===== src/rtl/pipelined_predecoder.sv =====
// pipelined_predecoder: two-stage hierarchical word-line decoder with valid/ready
// handshakes. Stage 1 one-hot predecodes each PRE_WIDTH-bit address group. Stage 2
// ANDs one bit from each group vector into a 2**ADDR_WIDTH one-hot word select.
// Optional feature macro: PREDECODER_ADDR_PARITY_EN. It adds even-parity checking
// of the address, using the input_parity input and the parity_error output.
module pipelined_predecoder #(
    parameter int ADDR_WIDTH = 6,
    parameter int PRE_WIDTH  = 3
) (
    input  logic                       clock,
    input  logic                       reset,
    input  logic                       in_valid,
    output logic                       in_ready,
    input  logic [ADDR_WIDTH-1:0]      input_address,
    input  logic                       decode_enable,
`ifdef PREDECODER_ADDR_PARITY_EN
    input  logic                       input_parity,
    output logic                       parity_error,
`endif
    output logic                       out_valid,
    input  logic                       out_ready,
    output logic [2**ADDR_WIDTH-1:0]   decoded_output
);

    localparam int GROUPS   = ADDR_WIDTH / PRE_WIDTH;
    localparam int PRE_SIZE = 2 ** PRE_WIDTH;
    localparam int WORDS    = 2 ** ADDR_WIDTH;
    localparam logic [PRE_SIZE-1:0] PRE_ONE = PRE_SIZE'(1);

    generate
        if (ADDR_WIDTH % PRE_WIDTH != 0) begin : g_bad_width
            $error("pipelined_predecoder: ADDR_WIDTH must be a multiple of PRE_WIDTH");
        end
    endgenerate

    logic                             s1_valid;
    logic [GROUPS-1:0][PRE_SIZE-1:0]  s1_pre;
    logic [GROUPS-1:0][PRE_SIZE-1:0]  pre_next;
    logic [WORDS-1:0]                 word_next;
    logic                             adv1;
    logic                             adv2;
    logic                             addr_ok;

    // Handshake: a stage advances when it is empty or its consumer is taking data.
    assign adv2     = ~out_valid | out_ready;
    assign adv1     = ~s1_valid | adv2;
    assign in_ready = adv1;

`ifdef PREDECODER_ADDR_PARITY_EN
    logic s1_perr;
    assign addr_ok = ~(^{input_address, input_parity});
`else
    assign addr_ok = 1'b1;
`endif

    // Stage-1 predecode: one-hot per group, zeroed when disabled or on a parity error.
    always_comb begin
        pre_next = '0;
        for (int g = 0; g < GROUPS; g++) begin
            if (decode_enable && addr_ok)
                pre_next[g] = PRE_ONE << input_address[g*PRE_WIDTH +: PRE_WIDTH];
        end
    end

    // Stage-1 register: bubbles are overwritten whenever the stage can advance.
    always_ff @(posedge clock) begin
        if (reset) begin
            s1_valid <= 1'b0;
            s1_pre   <= '0;
`ifdef PREDECODER_ADDR_PARITY_EN
            s1_perr  <= 1'b0;
`endif
        end else if (adv1) begin
            s1_valid <= in_valid;
            s1_pre   <= pre_next;
`ifdef PREDECODER_ADDR_PARITY_EN
            s1_perr  <= ~addr_ok;
`endif
        end
    end

    // Stage-2 combine: word i is selected when every group vector has i's group bit set.
    always_comb begin
        logic                  hit;
        logic [ADDR_WIDTH-1:0] idx;
        hit       = 1'b0;
        idx       = '0;
        word_next = '0;
        for (int i = 0; i < WORDS; i++) begin
            idx = ADDR_WIDTH'(i);
            hit = 1'b1;
            for (int g = 0; g < GROUPS; g++)
                hit = hit & s1_pre[g][idx[g*PRE_WIDTH +: PRE_WIDTH]];
            word_next[i] = hit;
        end
    end

    // Stage-2 register: output holds under stall and keeps its last word across bubbles.
    always_ff @(posedge clock) begin
        if (reset) begin
            out_valid      <= 1'b0;
            decoded_output <= '0;
`ifdef PREDECODER_ADDR_PARITY_EN
            parity_error   <= 1'b0;
`endif
        end else if (adv2) begin
            out_valid <= s1_valid;
            if (s1_valid) begin
                decoded_output <= word_next;
`ifdef PREDECODER_ADDR_PARITY_EN
                parity_error   <= s1_perr;
`endif
            end
        end
    end

endmodule

===== config.mk =====
export PLATFORM = sky130hd
export DESIGN_NAME = pipelined_predecoder
export DESIGN_NICKNAME = d
export VERILOG_FILES = /design/src/rtl/pipelined_predecoder.sv
export SDC_FILE = /design/constraint.sdc
export NUM_CORES = 1
export LEC_CHECK = 0
export CORE_ASPECT_RATIO = 0.9
export CORE_MARGIN = 1.5
export CORE_UTILIZATION = 45
export DETAILED_ROUTE_END_ITERATION = 16
export GPL_ROUTABILITY_DRIVEN = 0
export PLACE_DENSITY = 0.86
export SYNTH_ARGS = -nofsm -noshare
export SYNTH_HDL_FRONTEND = slang
export SYNTH_SLANG_ARGS = --single-unit

===== constraint.sdc =====
create_clock -name clock -period 1.39 [get_ports clock]
set_clock_uncertainty 0.2 [all_clocks]
set_input_delay 0.417 -clock clock [delete_from_list [all_inputs] [get_ports clock]]
set_output_delay 0.417 -clock clock [all_outputs]
set_load 0.005 [all_outputs]

==> metrics.cfg, run 1 <==
[routing]
final_antenna_net_count = 0
vias = 3860
vias_per_cell = 6.370
dr.pass1.iters = 5
first_iter_violations = 453
wire_per_inst_um = 21.59
totalWireLength_mm = 13.09
drc_errors = 0

[critical_path]
worst-path-max-fanout = 7
cp-start-kind = flop
arrival_ns = 1.83
crit_type = flop to flop
critPathCaptureType = flop
cp_data_required_time_ns = 1.44

[global_routing]
grt_use_met3_pct = 5.525
met1_usage_pct = 33.18
grt_pass1_vias = 3105
grt_max_degree = 66
grt_usage_pct = 25.07
grt_pass1_wl_mm = 15.57
grt-ovfl-total = 0
use_met2_pct = 40.05
busiest_layer = met2
grt_antenna_before_repair = 0

[clocking]
insertion_delay_ns = 0.37
hold_buffers = 0
ctsLongestPathBuffers = 2
clockRootBuffer = clkbuf_8
cts_made_buffers = 9
cts_tree = built
htreeDepth = 3
cts_sinks = 82
clk_pin_slew_ns = 0.08

[pwr]
power_density_nw_per_um2 = 887.7
ir_drop_v = 0.0005701
power_leakage_uw = 0.001991

[yosys]
synthTopCellsByArea = dfxtp_1 50%, nand4_1 13%, a21oi_1 12%, o21ai_0 6.5%, clkbuf_1 3.6%
synthFlopType = dfxtp_1
synth_common_cells = 82 x dfxtp_1, 80 x a21oi_1, 71 x nand4_1
yosysTopAreaCell = dfxtp_1
synth_most_common_cell = dfxtp_1
synth_cell_types = 22
synth.cell_area_um2 = 3302
synth_area_per_cell_um2 = 8.317
yosysTopAreaCellShare_pct = 49.72
async_reset_ff_share_pct = 0
ys_warn_count = 0
ys_seq_area_share_pct = 49.72
netlist_instances = 397
synth_fp_nets = 408
synth-seq-cells = 82
synth_edf_count = 0

[floorplanning]
core_area_um2 = 7076
fp-row-count = 29
io_pins = 77
die_width_um = 93.30
floorplan.initialDensity_pct = 46.67
die_h_um = 84.27
die-area_um2 = 7862

[outcome]
status = finished with violations
violations = negative setup slack

[sta]
worstMarginPinSlew_ns = 0.5186
min_period_over_period_pct = 127.8
setup_viol = 137
rsz0062_at_grt = yes
fmax_mhz = 562.9
worst_slack_ns = -0.3866
finalHoldViolCount = 0
relSlewSlack_pct = 65.38
final_period_minus_worst_setup_slack_ns = 1.777
slew_viol_final = 0

[flow_run]
drv_cap = 0

[place]
place_ws_ns = -0.9190
place_hpwl_mm = 6.089
numPortBuffers = 76
dp.cells = 539
placed_area_um2 = 4219

[worst_hold_path]
hp-class = flop to flop

[final_layout]
diodes = 0
stdcell_area_um2 = 5311
drive_gt1_share_pct = 61.60
area_delta_synth_final_pct = 60.86
fin_cells = 606
final_util_pct = 75.07
fin_nets = 519

-- timing repair --
item | CTS | global route
endpoints found under the setup margin | 148 | 144
setup buffers | 7 | 34
gates cloned | 0 | 10
pin swaps | 1 | 54
gates resized for setup | 337 | 167
-- cell type report --
| cell class | count | area, µm² |
|---|---|---|
| repair buffers | 157 | 1461 |
| flip-flops and latches | 82 | 1732 |
| clock buffers | 11 | 141.4 |
| clock inverters | 5 | 62.56 |
| well taps | 93 | 116.4 |
| fillers | 445 | 1764 |
| inverters | 2 | 16.27 |
| multi-input cells | 256 | 1782 |
-- sequential cells by signal, indices dropped and copies added (netlist names) --
name,cells
out_valid,1
decoded_output,64
s1_valid,1
s1_pre,16
-- where the power goes --
part	leakage [µW]	internal [µW]	total, µW	switching (µW)
Clock	0.0000962	890	1840	949
Combinational	0.00120	200	504	304
Sequential	0.000696	2350	2370	19.9
-- metrics by stage --
step	hold WS (ns)	total power, µW	TNS (ns)
global placement	0.2620	2714	-42.80
detailed placement	0.2641	2722	-47.09
finish	0.2561	4715	-23.04
CTS	0.2733	4456	-18.51
global route	0.2718	4828	-26.31
floorplan	0.2658	2596	-0.2192
-- per-layer routing --
| metal | vias up | wire length [µm] |
|---|---|---|
| li1 | 1678 | - |
| met1 | 1805 | 4973 |
| met2 | 314 | 6312 |
| met3 | 63 | 1290 |
| met4 | 0 | 508 |
| met5 | - | 0 |
-- cells by family (layout without fill, tap and decap cells) --
kind of cell / Yosys count / after routing / share of synthesized area [%]
AO/OA/AOI/OAI: 145 / 145 / 22.09
AND/OR/NAND/NOR: 111 / 111 / 19.59
flip-flops: 82 / 82 / 49.72
buffers and inverters: 59 / 175 / 8.602
-- critical path, cell delays in order, from the launching register on --
cell and delay (ns):
dfxtp_4 0.36, buf_4 0.11, buf_12 0.11, clkinvlp_4 0.26, buf_6 0.25, clkbuf_16 0.16, o21ai_2 0.13, a21oi_2 0.08
-- cells in the final DEF, fill, tap and decap left out, types with 2 or more instances in the layout --
cell type | netlist | layout
buf_12 | 0 | 9
buf_4 | 4 | 57
nor2b_1 | 6 | 2
buf_2 | 19 | 42
a21oi_1 | 80 | 56
clkinvlp_4 | 0 | 3
dfxtp_2 | 0 | 63
and4_1 | 2 | 2
nand2_1 | 18 | 18
nor2_1 | 4 | 4
clkdlybuf4s50_1 | 0 | 6
o21ai_1 | 21 | 11
nand3_1 | 6 | 6
o21ai_2 | 0 | 40
clkbuf_16 | 0 | 7
dfxtp_4 | 0 | 3
clkinv_4 | 1 | 2
o21ai_4 | 0 | 13
dfxtp_1 | 82 | 16
nor2b_2 | 0 | 3
buf_8 | 1 | 3
a21oi_2 | 1 | 25
nand4_1 | 71 | 71
clkbuf_8 | 0 | 10
buf_6 | 1 | 29
-- path summary, 6_finish.rpt --
path                           start            endpoint  slack [ns]  cells past startpoint
setup / recovery            s1_valid  decoded_output[62]       -0.39                      7
hold / removal    decoded_output[14]  decoded_output[14]        0.26                      2
hold reg to reg   decoded_output[14]  decoded_output[14]        0.26                      2
setup reg to reg            s1_valid  decoded_output[62]       -0.39                      7
No activity file was read; power rests on OpenSTA's default activity.
==> run 2, diff against run 1 <==
--- a/config.mk
+++ b/config.mk
@@ -8,6 +8,7 @@
 export CORE_ASPECT_RATIO = 0.9
 export CORE_MARGIN = 1.5
 export CORE_UTILIZATION = 45
+export CTS_CLUSTER_DIAMETER = 120
 export DETAILED_ROUTE_END_ITERATION = 16
 export GPL_ROUTABILITY_DRIVEN = 0
 export PLACE_DENSITY = 0.86
==> results of run 2 <==
No change in the layout: final DEF, timing and power equal those of run 1.
==> run 3, diff against run 2 <==
--- a/config.mk
+++ b/config.mk
@@ -11,7 +11,7 @@
 export CTS_CLUSTER_DIAMETER = 120
 export DETAILED_ROUTE_END_ITERATION = 16
 export GPL_ROUTABILITY_DRIVEN = 0
-export PLACE_DENSITY = 0.86
+export PLACE_DENSITY = 0.77
 export SYNTH_ARGS = -nofsm -noshare
 export SYNTH_HDL_FRONTEND = slang
 export SYNTH_SLANG_ARGS = --single-unit
==> metrics.cfg, run 3 (same netlist as run 1, synthesis figures left out) <==
[outcome]
status = finished with violations
violations = negative setup slack

[flow_run]
drv_cap = 0

[place]
numPortBuffers = 76
placed_area_um2 = 4170
place_hpwl_mm = 5.795

[floorplanning]
floorplan.initialDensity_pct = 46.67
die_h_um = 84.27
fp-row-count = 29
die_width_um = 93.30
die-area_um2 = 7862
core_area_um2 = 7076
io_pins = 77

[sta]
worstMarginPinSlew_ns = 0.5571
fmax_mhz = 586.6
min_period_over_period_pct = 122.7
rsz0062_at_grt = yes
slew_viol_final = 0
finalHoldViolCount = 0
setup_viol = 133
worst_slack_ns = -0.3148
relSlewSlack_pct = 62.81
final_period_minus_worst_setup_slack_ns = 1.705

[final_layout]
drive_gt1_share_pct = 43.33
area_delta_synth_final_pct = 40.96
reg.largest.list = decoded_output: 64 flops, s1_pre: 16 flops
fin_nets = 486
final_common_cell = a21oi_1
largest_reg_flops = 64
top_register = decoded_output
mostFrequentLayoutCells = 79 x a21oi_1, 71 x nand4_1, 66 x dfxtp_2
diodes = 0
stdcell_area_um2 = 4654

[routing]
totalWireLength_mm = 10.82
vias = 3527
drc_errors = 0
final_antenna_net_count = 0
wire_per_inst_um = 18.88
vias_per_cell = 6.155
first_iter_violations = 489
dr.pass1.iters = 6

[clocking]
ctsLongestPathBuffers = 2
insertion_delay_ns = 0.36
hold_buffers = 0
clockRootBuffer = clkbuf_8
clk_pin_slew_ns = 0.08
htreeDepth = 3
cts_made_buffers = 9
cts_sinks = 82
cts_tree = built

[worst_hold_path]
hold-path-cell-count = 3
hold_end = s1_pre[11]
min-delay-start = input_address[3]
hp-class = input port to flop

[global_routing]
grt_pass1_wl_mm = 16.69
grt_antenna_before_repair = 0
grt_max_degree = 56
grt-ovfl-total = 0
grt_pass1_vias = 3241
grt_usage_pct = 27.40

[critical_path]
r2r_end = decoded_output[44]
arrival_ns = 1.09
rr_worst_depth = 5
reg2reg_slack_ns = -0.21
cp-start-kind = flop
critPathCaptureType = output pin
r2r_start = s1_valid
worst-path-max-fanout = 2
crit_type = flop to output pin
worstPathCellList = and3b_2 > clkinv_4 > buf_6
cp_data_required_time_ns = 0.77
cp_slowest_cell = dfxtp_2
slowest_delay_ns = 0.34

[pwr]
ir_drop_v = 0.0006530
power_uw = 4702
power_leakage_uw = 0.001798
power_density_nw_per_um2 = 1010

[run 3: cell count changes in the layout (fill, tap and decap cells not counted), moves of 19 or more]
cell	before	now
o21ai_2	40	0
o21ai_0	0	34
buf_4	57	29
a21oi_1	56	79
a21oi_2	25	2
o21ai_1	11	30
[run 3: cell type report]
| cell class | instances | area, µm² |
|---|---|---|
| fill | 563 | 2421 |
| sequential | 82 | 1724 |
| multi-input combinational | 256 | 1401 |
| timing repair buffer | 124 | 1175 |
| clock buffer | 9 | 123.9 |
| tap | 93 | 116.4 |
| clock inverter | 7 | 101.3 |
| inverter | 2 | 12.51 |
[run 3: critical path: cells and delay by family, from the launching register on]
family                 cells  cell delay [ns]
DFF                        1             0.34
and+or+nand+nor            1             0.23
buffers and inverters      2             0.17
[run 3: how the worst max path moves through the flow]
stage                   start        to  slack, ns  cells past startpoint
floorplan           out_ready  in_ready      -0.18                      4
global placement    out_ready  in_ready      -0.89                      4
detailed placement  out_ready  in_ready      -0.89                      4
CTS                 out_valid  in_ready      -0.31                      3
global route         s1_valid  in_ready      -0.36                      3
finish               s1_valid  in_ready      -0.31                      3
[run 3: routing by layer]
layer	wire length (µm)	GRT usage [%]	share of wire [%]
met1	4424	37.43	41
met2	5043	41.17	47
met3	1117	7.971	10
met4	232	9.504	2.1
met5	0	0	0
[run 3: power breakdown]
group	internal, µW	switching (µW)
logic	162	219
clock network	1030	915
registers	2360	22.7
[run 3: timing repair]
| item | CTS | global route |
|---|---|---|
| buffers inserted | 14 | 4 |
| pin swaps | 29 | 7 |
| resized for setup | 351 | 18 |
| gates cloned | 7 | 1 |
| setup endpoints to repair | 148 | 141 |
[run 3: per-stage QoR]
step,hold WS [ns],setup TNS (ns),std cells,utilization [%],setup slack (ns)
6_report,0.2265,-12.85,573,65.78,-0.3148
5_1_grt,0.2487,-20.87,573,65.78,-0.3580
4_1_cts,0.2762,-15.48,570,64.24,-0.3148
3_3_place_gp,0.2602,-42.06,534,58.94,-0.8869
3_5_place_dp,0.2673,-44.48,534,58.94,-0.8927
2_1_floorplan,0.2658,-0.2192,397,-,-0.1752
